`config.mk`:
```
export PLATFORM = sky130hd
export DESIGN_NAME = uart_tx_fifo_flat
export DESIGN_NICKNAME = d
export VERILOG_FILES = /design/src/rtl/uart_pkg.sv /design/src/rtl/uart_tx_fifo_if.sv /design/src/rtl/uart_fifo.sv /design/src/rtl/uart_tx_fifo.sv /design/src/flat_wrapper.sv
export SDC_FILE = /design/constraint.sdc
export NUM_CORES = 1
export LEC_CHECK = 0
export CORE_MARGIN = 4
export CORE_UTILIZATION = 52
export DETAILED_ROUTE_END_ITERATION = 10
export GPL_ROUTABILITY_DRIVEN = 1
export HOLD_SLACK_MARGIN = 0.08
export PLACE_DENSITY = 0.73
export SYNTH_ARGS = -nofsm -noshare
export SYNTH_HDL_FRONTEND = slang
export SYNTH_HIERARCHICAL = 1
export SYNTH_SLANG_ARGS = --single-unit
```
`constraint.sdc`:
```
create_clock -name clk -period 3.63 [get_ports clk]
set_input_delay 0.363 -clock clk [delete_from_list [all_inputs] [get_ports clk]]
set_output_delay 0.363 -clock clk [all_outputs]
set_load 0.01 [all_outputs]
```
`src/rtl/uart_pkg.sv`:
```
// Shared encodings for the buffered UART transmitter: parity modes and FSM state names.
package uart_pkg;

  localparam logic [1:0] PAR_NONE = 2'b00;
  localparam logic [1:0] PAR_EVEN = 2'b01;
  localparam logic [1:0] PAR_ODD  = 2'b10;

  typedef enum logic [2:0] {
    ST_IDLE   = 3'd0,
    ST_START  = 3'd1,
    ST_DATA   = 3'd2,
    ST_PARITY = 3'd3,
    ST_STOP   = 3'd4
  } uart_tx_state_t;

  // Mode 2'b11 is deliberately treated as "no parity bit".
  function automatic logic parity_enabled(input logic [1:0] mode);
    return (mode == PAR_EVEN) || (mode == PAR_ODD);
  endfunction

endpackage

```
`src/rtl/uart_tx_fifo_if.sv`:
```
// Write-side handshake into the UART transmit buffer.
interface uart_tx_fifo_if #(parameter int DATA_W = 8);
  // Strict valid/ready: tx_data is transferred on any rising clk edge where
  // tx_valid and tx_ready are both 1; tx_ready never depends on tx_valid.
  logic              tx_valid;
  logic [DATA_W-1:0] tx_data;
  logic              tx_ready;

  modport master (output tx_valid, output tx_data, input tx_ready);
  modport slave  (input tx_valid, input tx_data, output tx_ready);
endinterface

```
`src/rtl/uart_fifo.sv`:
```
// Synchronous first-word-fall-through FIFO; the head word is always visible on pop_data.
module uart_fifo #(
  parameter int WIDTH = 8,
  parameter int DEPTH = 16
) (
  input  logic                       clk,
  input  logic                       rst,
  input  logic                       push,
  input  logic [WIDTH-1:0]           push_data,
  input  logic                       pop,
  output logic [WIDTH-1:0]           pop_data,
  output logic                       full,
  output logic                       empty,
  output logic [$clog2(DEPTH):0]     level
);

  localparam int AW = $clog2(DEPTH);

  logic [WIDTH-1:0] mem [DEPTH];
  logic [AW:0]      wr_ptr;
  logic [AW:0]      rd_ptr;
  logic             do_push;
  logic             do_pop;

  // Pointers carry one extra wrap bit so full and empty stay distinct.
  assign level    = wr_ptr - rd_ptr;
  assign full     = (level == (AW+1)'(DEPTH));
  assign empty    = (level == '0);
  assign do_push  = push && !full;
  assign do_pop   = pop && !empty;
  assign pop_data = mem[rd_ptr[AW-1:0]];

  always_ff @(posedge clk or negedge rst) begin
    if (!rst) begin
      wr_ptr <= '0;
      rd_ptr <= '0;
    end else begin
      if (do_push) wr_ptr <= wr_ptr + (AW+1)'(1);
      if (do_pop)  rd_ptr <= rd_ptr + (AW+1)'(1);
    end
  end

  always_ff @(posedge clk) begin
    if (do_push) mem[wr_ptr[AW-1:0]] <= push_data;
  end

endmodule

```
`src/rtl/uart_tx_fifo.sv`:
```
// Buffered UART transmitter: FIFO-fed, LSB-first framing with optional parity and 1/2 stop bits.
module uart_tx_fifo
  import uart_pkg::*;
#(
  parameter int DATA_W     = 8,
  parameter int FIFO_DEPTH = 16,
  parameter int DIV_W      = 16
) (
  input  logic                          clk,
  input  logic                          rst,
  uart_tx_fifo_if.slave                 bus,
  input  logic [DIV_W-1:0]              cfg_div,
  input  logic [1:0]                    cfg_parity,
  input  logic                          cfg_stop2,
  output logic                          tx,
  output logic                          busy,
  output logic [$clog2(FIFO_DEPTH):0]   fifo_level,
  output logic [2:0]                    dbg_state
);

  localparam logic [2:0] S_IDLE   = ST_IDLE;
  localparam logic [2:0] S_START  = ST_START;
  localparam logic [2:0] S_DATA   = ST_DATA;
  localparam logic [2:0] S_PARITY = ST_PARITY;
  localparam logic [2:0] S_STOP   = ST_STOP;

  logic [2:0]        state;
  logic [DIV_W-1:0]  cnt;
  logic [DIV_W-1:0]  div_q;
  logic [1:0]        par_q;
  logic              stop_more;
  logic [DATA_W-1:0] shreg;
  logic [3:0]        bit_idx;
  logic              par_bit;

  logic              fifo_full;
  logic              fifo_empty;
  logic [DATA_W-1:0] head;
  logic              pop;

  uart_fifo #(.WIDTH(DATA_W), .DEPTH(FIFO_DEPTH)) u_fifo (
    .clk       (clk),
    .rst       (rst),
    .push      (bus.tx_valid),
    .push_data (bus.tx_data),
    .pop       (pop),
    .pop_data  (head),
    .full      (fifo_full),
    .empty     (fifo_empty),
    .level     (fifo_level)
  );

  assign bus.tx_ready = !fifo_full;
  assign dbg_state    = state;

  // A frame starts from IDLE, or straight out of the final stop bit so frames abut.
  always_comb begin
    pop = 1'b0;
    if (!fifo_empty) begin
      if (state == S_IDLE) pop = 1'b1;
      else if (state == S_STOP && cnt == '0 && !stop_more) pop = 1'b1;
    end
  end

  always_ff @(posedge clk or negedge rst) begin
    if (!rst) begin
      state     <= S_IDLE;
      tx        <= 1'b1;
      busy      <= 1'b0;
      cnt       <= '0;
      div_q     <= '0;
      par_q     <= PAR_NONE;
      stop_more <= 1'b0;
      shreg     <= '0;
      bit_idx   <= '0;
      par_bit   <= 1'b0;
    end else if (pop) begin
      // Config is sampled only here so mid-frame changes wait for the next frame.
      shreg     <= head;
      div_q     <= cfg_div;
      cnt       <= cfg_div;
      par_q     <= cfg_parity;
      stop_more <= cfg_stop2;
      par_bit   <= (^head) ^ (cfg_parity == PAR_ODD);
      tx        <= 1'b0;
      busy      <= 1'b1;
      state     <= S_START;
    end else begin
      case (state)
        S_IDLE: ;
        S_START: begin
          if (cnt == '0) begin
            cnt     <= div_q;
            tx      <= shreg[0];
            bit_idx <= '0;
            state   <= S_DATA;
          end else cnt <= cnt - DIV_W'(1);
        end
        S_DATA: begin
          if (cnt == '0) begin
            cnt <= div_q;
            if (bit_idx == 4'(DATA_W - 1)) begin
              if (parity_enabled(par_q)) begin
                tx    <= par_bit;
                state <= S_PARITY;
              end else begin
                tx    <= 1'b1;
                state <= S_STOP;
              end
            end else begin
              shreg   <= shreg >> 1;
              tx      <= shreg[1];
              bit_idx <= bit_idx + 4'd1;
            end
          end else cnt <= cnt - DIV_W'(1);
        end
        S_PARITY: begin
          if (cnt == '0) begin
            cnt   <= div_q;
            tx    <= 1'b1;
            state <= S_STOP;
          end else cnt <= cnt - DIV_W'(1);
        end
        S_STOP: begin
          if (cnt == '0) begin
            if (stop_more) begin
              stop_more <= 1'b0;
              cnt       <= div_q;
            end else begin
              busy  <= 1'b0;
              state <= S_IDLE;
            end
          end else cnt <= cnt - DIV_W'(1);
        end
        default: state <= S_IDLE;
      endcase
    end
  end

endmodule

```
`src/flat_wrapper.sv`:
```
// flat-port wrapper written by rule: the top's interface ports become plain ports
module uart_tx_fifo_flat import uart_pkg::*;
#(
  parameter int DATA_W     = 8,
  parameter int FIFO_DEPTH = 16,
  parameter int DIV_W      = 16
)
  (clk, rst, cfg_div, cfg_parity, cfg_stop2, tx, busy, fifo_level, dbg_state, bus_tx_valid, bus_tx_data, bus_tx_ready);
  uart_tx_fifo_if #(.DATA_W(DATA_W)) bus_i ();
  input  logic clk;
  input  logic rst;
  input  logic [DIV_W-1:0] cfg_div;
  input  logic [1:0] cfg_parity;
  input  logic cfg_stop2;
  output logic tx;
  output logic busy;
  output logic [$clog2(FIFO_DEPTH):0] fifo_level;
  output logic [2:0] dbg_state;
  input wire logic [$bits(bus_i.tx_valid)-1:0] bus_tx_valid;
  input wire logic [$bits(bus_i.tx_data)-1:0] bus_tx_data;
  output wire logic [$bits(bus_i.tx_ready)-1:0] bus_tx_ready;
  assign bus_i.tx_valid = bus_tx_valid;
  assign bus_i.tx_data = bus_tx_data;
  assign bus_tx_ready = bus_i.tx_ready;
  uart_tx_fifo #(.DATA_W(DATA_W), .FIFO_DEPTH(FIFO_DEPTH), .DIV_W(DIV_W)) u_core (.clk(clk), .rst(rst), .bus(bus_i), .cfg_div(cfg_div), .cfg_parity(cfg_parity), .cfg_stop2(cfg_stop2), .tx(tx), .busy(busy), .fifo_level(fifo_level), .dbg_state(dbg_state));
endmodule
```
After elaboration in Yosys (flattened, before gate mapping)
Memories as Yosys holds them, arrays and structs flattened. Cells that the tools add are included.

Memory bits (read-only): 0. Memories: 1. Bits in latches: 0. Output and inout port bits: 11. RAM bits: 128. Register bits after elaboration: 63.

Memories: u_core.u_fifo.mem (words 16, width 8, read ports 1, clocked after memory_dff 0, wr ports 1, line uart_fifo.sv:19) `logic [WIDTH-1:0] mem [DEPTH];`.

Bitwise operators: 2. Multiply operators: 0. Shift-type cells: 0. Reductions and logical operators: 26. $add $sub $neg: 5. Eq/ne operators: 22. Divide/modulo/power cells: 0. Order comparisons: 0. Multiplexer cells: 41.

Operators with widths (number): two-way mux 16 bit (4); two-way mux 8 bit (4); case mux 16 bit (2 select lines) (1); two-way mux 3 bit (8); two-way mux 1 bit (18); zero test 16 bit (1); subtractor 16 x 1 -> 16 bit (second input constant) (1); case mux 3 bit (5 select lines) (1); two-way mux 4 bit (3); inequality test 3 x 2 -> 1 bit (second input constant) (4); adder 5 x 1 -> 5 bit (second input constant) (2); inequality test 2 bit (second input constant) (4); case mux 4 bit (2 select lines) (1); nonzero test 2 bit (4); parity 8 bit (1); AND reduction 7 bit (1); equality test 3 x 2 -> 1 bit (second input constant) (2); inequality test 3 bit (second input constant) (2); AND reduction 3 bit (2); equality test 5 bit (second input constant) (1); zero test 5 bit (1); AND reduction 5 bit (1); subtractor 5 bit (1); adder 4 x 1 -> 4 bit (second input constant) (1); 19 further kinds (27).

Depth between registers and ports, before layout
Depth in word-level cells: 8. Mapped depth: 16.

Cells and area by module
The synthesis kept the hierarchy.

By module, submodules not included: uart_fifo (instances 1, area each 5629.1 um2, cells an instance 264, seq. area each 4093.9 um2); uart_tx_fifo (instances 1, area each 3040.4 um2, cells an instance 361, seq. area each 1327.5 um2).

Worst setup path before layout
OpenSTA, ideal clock, no wires.

Path kind: reg-to-reg. Start: register u_core.u_fifo.rd_ptr[1]. End: register u_core.u_fifo.rd_ptr[1]. Path buffers: 5. Required time: 3505 ps. Period minus slack after synthesis: 3790 ps. Slack: -160 ps. Stages on the path, launching flop included: 16. Arrival: 3665 ps. Setup time: 125 ps. Cell sequence: dfrtp_1 > clkbuf_1 > clkbuf_1 > inv_1 > fa_1 > nand3b_1 > a211o_1 > a2bb2oi_2 > or3_1 > clkbuf_1 > nand2b_1 > inv_2 > buf_4 > buf_4 > nand2b_1 > mux2_2.

Cells in the longest elaborated chain, start to end: 4.

Ends and longest elaborated chain: from (decl) (line uart_fifo.sv:21) `logic [AW:0] rd_ptr;`; from (signal assigned) (line uart_fifo.sv:39) `if (do_pop) rd_ptr <= rd_ptr + (AW+1)'(1);`; subtractor 5 bit (line uart_fifo.sv:26) `assign level = wr_ptr - rd_ptr;`; named net fifo_level[1] (line flat_wrapper.sv:17) `output logic [$clog2(FIFO_DEPTH):0] fifo_level;`; zero test 5 bit (line uart_fifo.sv:28) `assign empty = (level == '0);`; named net u_core.fifo_empty (line uart_tx_fifo.sv:37) `logic fifo_empty;`; two-way mux 1 bit (line uart_tx_fifo.sv:59) `if (!fifo_empty) begin`; named net u_core.pop (line uart_tx_fifo.sv:39) `logic pop;`; logical AND 1 bit (line uart_fifo.sv:30) `assign do_pop = pop && !empty;`.

The timed path passes the listed nets, and every way through them passes these cells. A chain may end at the register's enable or synchronous reset.

Worst setup path in the final report
Start: register u_core.u_fifo.wr_ptr[0]. End: output bus_tx_ready.

Cells in the longest elaborated chain, start to end: 3.

Ends and longest elaborated chain: from (decl) (line uart_fifo.sv:20) `logic [AW:0] wr_ptr;`; from (signal assigned) (line uart_fifo.sv:38) `if (do_push) wr_ptr <= wr_ptr + (AW+1)'(1);`; subtractor 5 bit (line uart_fifo.sv:26); equality test 5 bit (line uart_fifo.sv:27) `assign full = (level == (AW+1)'(DEPTH));`; named net u_core.fifo_full (line uart_tx_fifo.sv:36) `logic fifo_full;`; zero test 1 bit (line uart_tx_fifo.sv:53) `assign bus.tx_ready = !fifo_full;`; to (decl) (line flat_wrapper.sv:21) `output wire logic [$bits(bus_i.tx_ready)-1:0] bus_tx_ready;`.

The timed path passes the listed nets, and every way through them passes these cells.

==> impl_metrics.py <==
metrics = {
    "clock_tree": {
        "clk_pin_slew_ns": 0.08,
        "clock-sinks": 191,
        "cts_hold_buf": 0,
        "cts_buffers": 17,
        "h-tree-depth": 4,
        "clk_latency_ns": 0.43,
        "clk_path_buf_depth": 2,
        "cts_tree": "built",
        "cts_root_buffer": "clkbuf_16",
    },
    "placed_design": {
        "preCtsSetupSlack_ns": 0.209,
        "dpl.hpwl_um": 12000,
        "io_buffers": 40,
        "place_area_sq_um": 9300,
        "gp_congestion": 0.881,
        "placed_cells": 866,
    },
    "synthesis": {
        "syn_area_per_cell_sq_um": 13.9,
        "ys_warn_count": 6,
        "syn_nets": 667,
        "yosysSeqAreaShare_pct": 62.5,
        "synthCells": 625,
        "synth_cell_types": 65,
        "synthArstFlopShare_pct": 33.0,
        "ys_seq_elements": 191,
        "synth_area_sq_um": 8670,
        "synthFlopType": "edfxtp_1",
        "synth-edff-count": 128,
    },
    "power_and_ir_drop": {
        "p_sw_mw": 3.36,
        "p_per_area_nw_per_um2": 893,
        "p_sw_share_pct": 37.8,
        "comb_power_share_pct": 42.1,
        "ir_worst_vdd_mv": 0.523,
        "cellInternalPower_mw": 5.53,
        "seqPwrFrac_pct": 36.1,
        "p_clk_share_pct": 21.8,
        "power.leakage_nw": 3.66,
    },
    "timing": {
        "grt_setup_unrepaired": "false",
        "period_minus_slack_ns": 3.44,
        "fin_crit_sh_pct": 94.8,
        "setup_viol_count_final": 0,
        "skew_ns": 0.0144,
        "setup_slack_ns": 0.188,
        "finalHoldViolCount": 0,
        "max_freq_mhz": 291,
        "drv_slew": 0,
        "setup_tns_ns": 0,
        "hold_ws_ns": 0.141,
        "tightest_slew_ns": 1.11,
        "slew-limit-headroom_pct": 26.2,
    },
    "global_route": {
        "grt-ovfl-total": 0,
        "grt_max_degree": 50,
        "grt_first_pass_wirelength_um": 29600,
        "grt_pass1_vias": 5398,
        "antenna_found_initial": 0,
        "grt_use_total_pct": 20.7,
    },
    "route": {
        "final_antenna_net_count": 0,
        "routed_wirelength_um": 17800,
        "drt-initial-drc-count": 511,
        "top_layer_used": "met4",
        "drtPass1Iterations": 5,
        "drc": 0,
        "num_vias": 5365,
        "routedWlPerCell_um": 19.8,
        "met3WireLength_um": 963,
        "viasPerCell": 5.97,
        "wl_met1_um": 7570,
        "dr_wl_met2_um": 9120,
    },
    "job": {
        "maxCapViolCount": 0,
    },
    "setup_path": {
        "reg2reg_to": "u_core/bit_idx[3]$_DFFE_PN0P_",
        "ff2ff_path_depth": 13,
        "critPathMaxFanout": 4,
        "cpMostUsedCell": "inv_1",
        "cp_slowest_cell": "clkdlybuf4s50_1",
        "endpoint_kind": "output port",
        "required_ns": 3.27,
        "reg2reg_from": "u_core/u_fifo/wr_ptr[0]$_DFFE_PN0P_",
        "ff2ff_setup_slack_ns": 0.23,
        "start_kind": "flop",
        "critPathKind": "flop to output port",
        "cp_data_arrival_time_ns": 3.08,
        "cp_cell_sequence": "inv_1 > ha_1 > inv_1 > fa_1 > xor2_2 > a211o_1 > a211oi_4 > inv_1 > clkdlybuf4s50_1",
        "cpPeakStageDelay_ns": 0.47,
    },
    "floorplan": {
        "io_pins": 41,
        "die_y_um": 137,
        "start_util_pct": 53.8,
        "die_w_um": 137,
        "core_area_sq_um": 16100,
        "dieArea_sq_um": 18800,
        "fp-row-count": 46,
    },
    "final_layout": {
        "multi_input_area_sq_um": 3070,
        "ff_latch_area_sq_um": 5420,
        "diodes": 0,
        "fin_area_sq_um": 9950,
        "final_cells": 899,
        "nets": 712,
        "area_delta_synth_final_pct": 14.7,
        "drive_above_1_share_pct": 16.3,
        "fillers": 1191,
    },
    "worst_hold_path": {
        "hp-class": "primary input to asynchronous set/reset pin",
    },
    "run_status": {
        "outcome": "finished, final reports clean",
    },
}
[cell usage after synthesis (4+ instances only)]
cell | count | area [sq um]
nor3b_1 | 4 | 30.0
ha_1 | 11 | 138
xnor2_1 | 13 | 114
and3_1 | 15 | 93.8
nor2_1 | 40 | 150
buf_4 | 6 | 45.0
and2_1 | 5 | 31.3
a31oi_1 | 10 | 62.6
mux4_2 | 40 | 901
o21ai_1 | 4 | 20.0
nand4_1 | 4 | 25.0
a21oi_1 | 18 | 90.1
nand3b_1 | 4 | 30.0
xor2_1 | 10 | 87.6
nor3_1 | 10 | 50.1
o211ai_1 | 4 | 30.0
edfxtp_1 | 128 | 3840
inv_1 | 13 | 48.8
clkbuf_1 | 11 | 41.3
nand2b_1 | 4 | 25.0
a211oi_1 | 4 | 30.0
nor4_1 | 6 | 37.5
nand3_1 | 12 | 60.1
or3_1 | 7 | 43.8
dfrtp_1 | 62 | 1550
o21ai_0 | 14 | 70.1
nand2_1 | 102 | 383
buf_2 | 7 | 35.0
nor2b_1 | 4 | 25.0
[cells in the final DEF, fill, tap and decap left out, types with 5 or more instances in the layout]
cell type,synthesis,routed
edfxtp_1,128,128
nand2_1,102,102
dfrtp_1,62,61
nor2_1,40,40
mux4_2,40,40
clkdlybuf4s50_1,0,39
a21oi_1,18,18
clkbuf_16,0,17
o21ai_0,14,14
and3_1,15,14
inv_1,13,13
xnor2_1,13,13
buf_4,6,13
nand3_1,12,12
ha_1,11,11
nor3_1,10,10
a31oi_1,10,10
xor2_1,10,9
or3_1,7,7
inv_12,0,6
nor4_1,6,6
and2_1,5,5
[cell type report]
type,instances,share of cell area (%)
Timing Repair Buffer,53,4.96
Clock buffer,17,4.28
Multi-Input combinational cell,393,30.8
Clock inverter,15,2.15
Inverter,14,0.528
Sequential cell,191,54.5
Tap cell,216,2.72
[stage by stage]
step / utilization (%) / power [mW]
6_report: 61.7 / 8.89
2_1_floorplan: - / 5.97
3_5_place_dp: 57.7 / 6.95
3_3_place_gp: 57.7 / 6.81
4_1_cts: 61.7 / 8.92
5_1_grt: 61.7 / 9.45
[critical path, delay by kind of cell, from the launching register on]
family,cells,cell delay (ns)
DFF,1,0.42
adders and majority gates,2,0.61
buffers and inverters,4,0.75
xor gates and xnor gates,1,0.21
AOI/OAI and AO/OA,2,0.66
[sequential cells by signal (all words and copies together) (netlist names)]
name and flops:
u_core/shreg 8, u_core/par_q 2, u_core/div_q 16, u_core/u_fifo/mem 128
u_core/bit_idx 4, u_core/u_fifo/rd_ptr 5, u_core/cnt 16, u_core/u_fifo/wr_ptr 5
u_core/dbg_state 3, u_core/tx 1, u_core/par_bit 1, u_core/stop_more 1
u_core/busy 1
[worst max path at each step]
stage / start / end / slack (ns) / cells after the start
final: u_core/u_fifo/wr_ptr[0]$_DFFE_PN0P_ / bus_tx_ready / 0.19 / 9
after floorplan: u_core/u_fifo/rd_ptr[1]$_DFFE_PN0P_ / u_core/u_fifo/rd_ptr[1]$_DFFE_PN0P_ / 0.02 / 15
after CTS: u_core/u_fifo/wr_ptr[0]$_DFFE_PN0P_ / bus_tx_ready / 0.02 / 9
after global placement: u_core/u_fifo/wr_ptr[0]$_DFFE_PN0P_ / u_core/bit_idx[3]$_DFFE_PN0P_ / 0.40 / 13
after detailed placement: u_core/u_fifo/wr_ptr[0]$_DFFE_PN0P_ / u_core/shreg[6]$_DFFE_PN0P_ / 0.21 / 13
after global routing: u_core/u_fifo/wr_ptr[0]$_DFFE_PN0P_ / u_core/cnt[9]$_DFFE_PN0P_ / 0.02 / 13
[power by group through the flow]
stage	clock (mW)	sequential, mW	combinational [mW]
finish	1.94	3.21	3.74
global route	2.08	3.26	4.11
CTS	1.97	3.20	3.75
detailed placement	0	3.23	3.71
global placement	0	3.22	3.59
floorplan	0	3.12	2.85
[logic make-up (layout without fill, tap and decap cells)]
logic type / Yosys count / in the layout / share of synthesized area (%)
flops: 191 / 191 / 62.5
compound gates: 80 / 80 / 6.22
xor+xnor: 23 / 23 / 2.32
mux: 45 / 45 / 11.1
fa+ha+maj: 12 / 12 / 1.82
simple gates: 233 / 233 / 13.7
buf+inv: 41 / 99 / 2.31
[timing repair]
| item | in CTS | in global routing |
|---|---|---|
| gates resized for setup | 0 | 1 |
| endpoints found under the hold margin | 0 | 0 |
| buffers inserted | 0 | 1 |
| setup endpoints to repair | 0 | 5 |
[per-layer routing]
layer	up-vias	global-route usage, %
met2	190	34.7
li1	2447	-
met4	0	4.82
met3	17	4.01
met5	-	0
met1	2711	28.3
(Power assumes the default switching activity.)
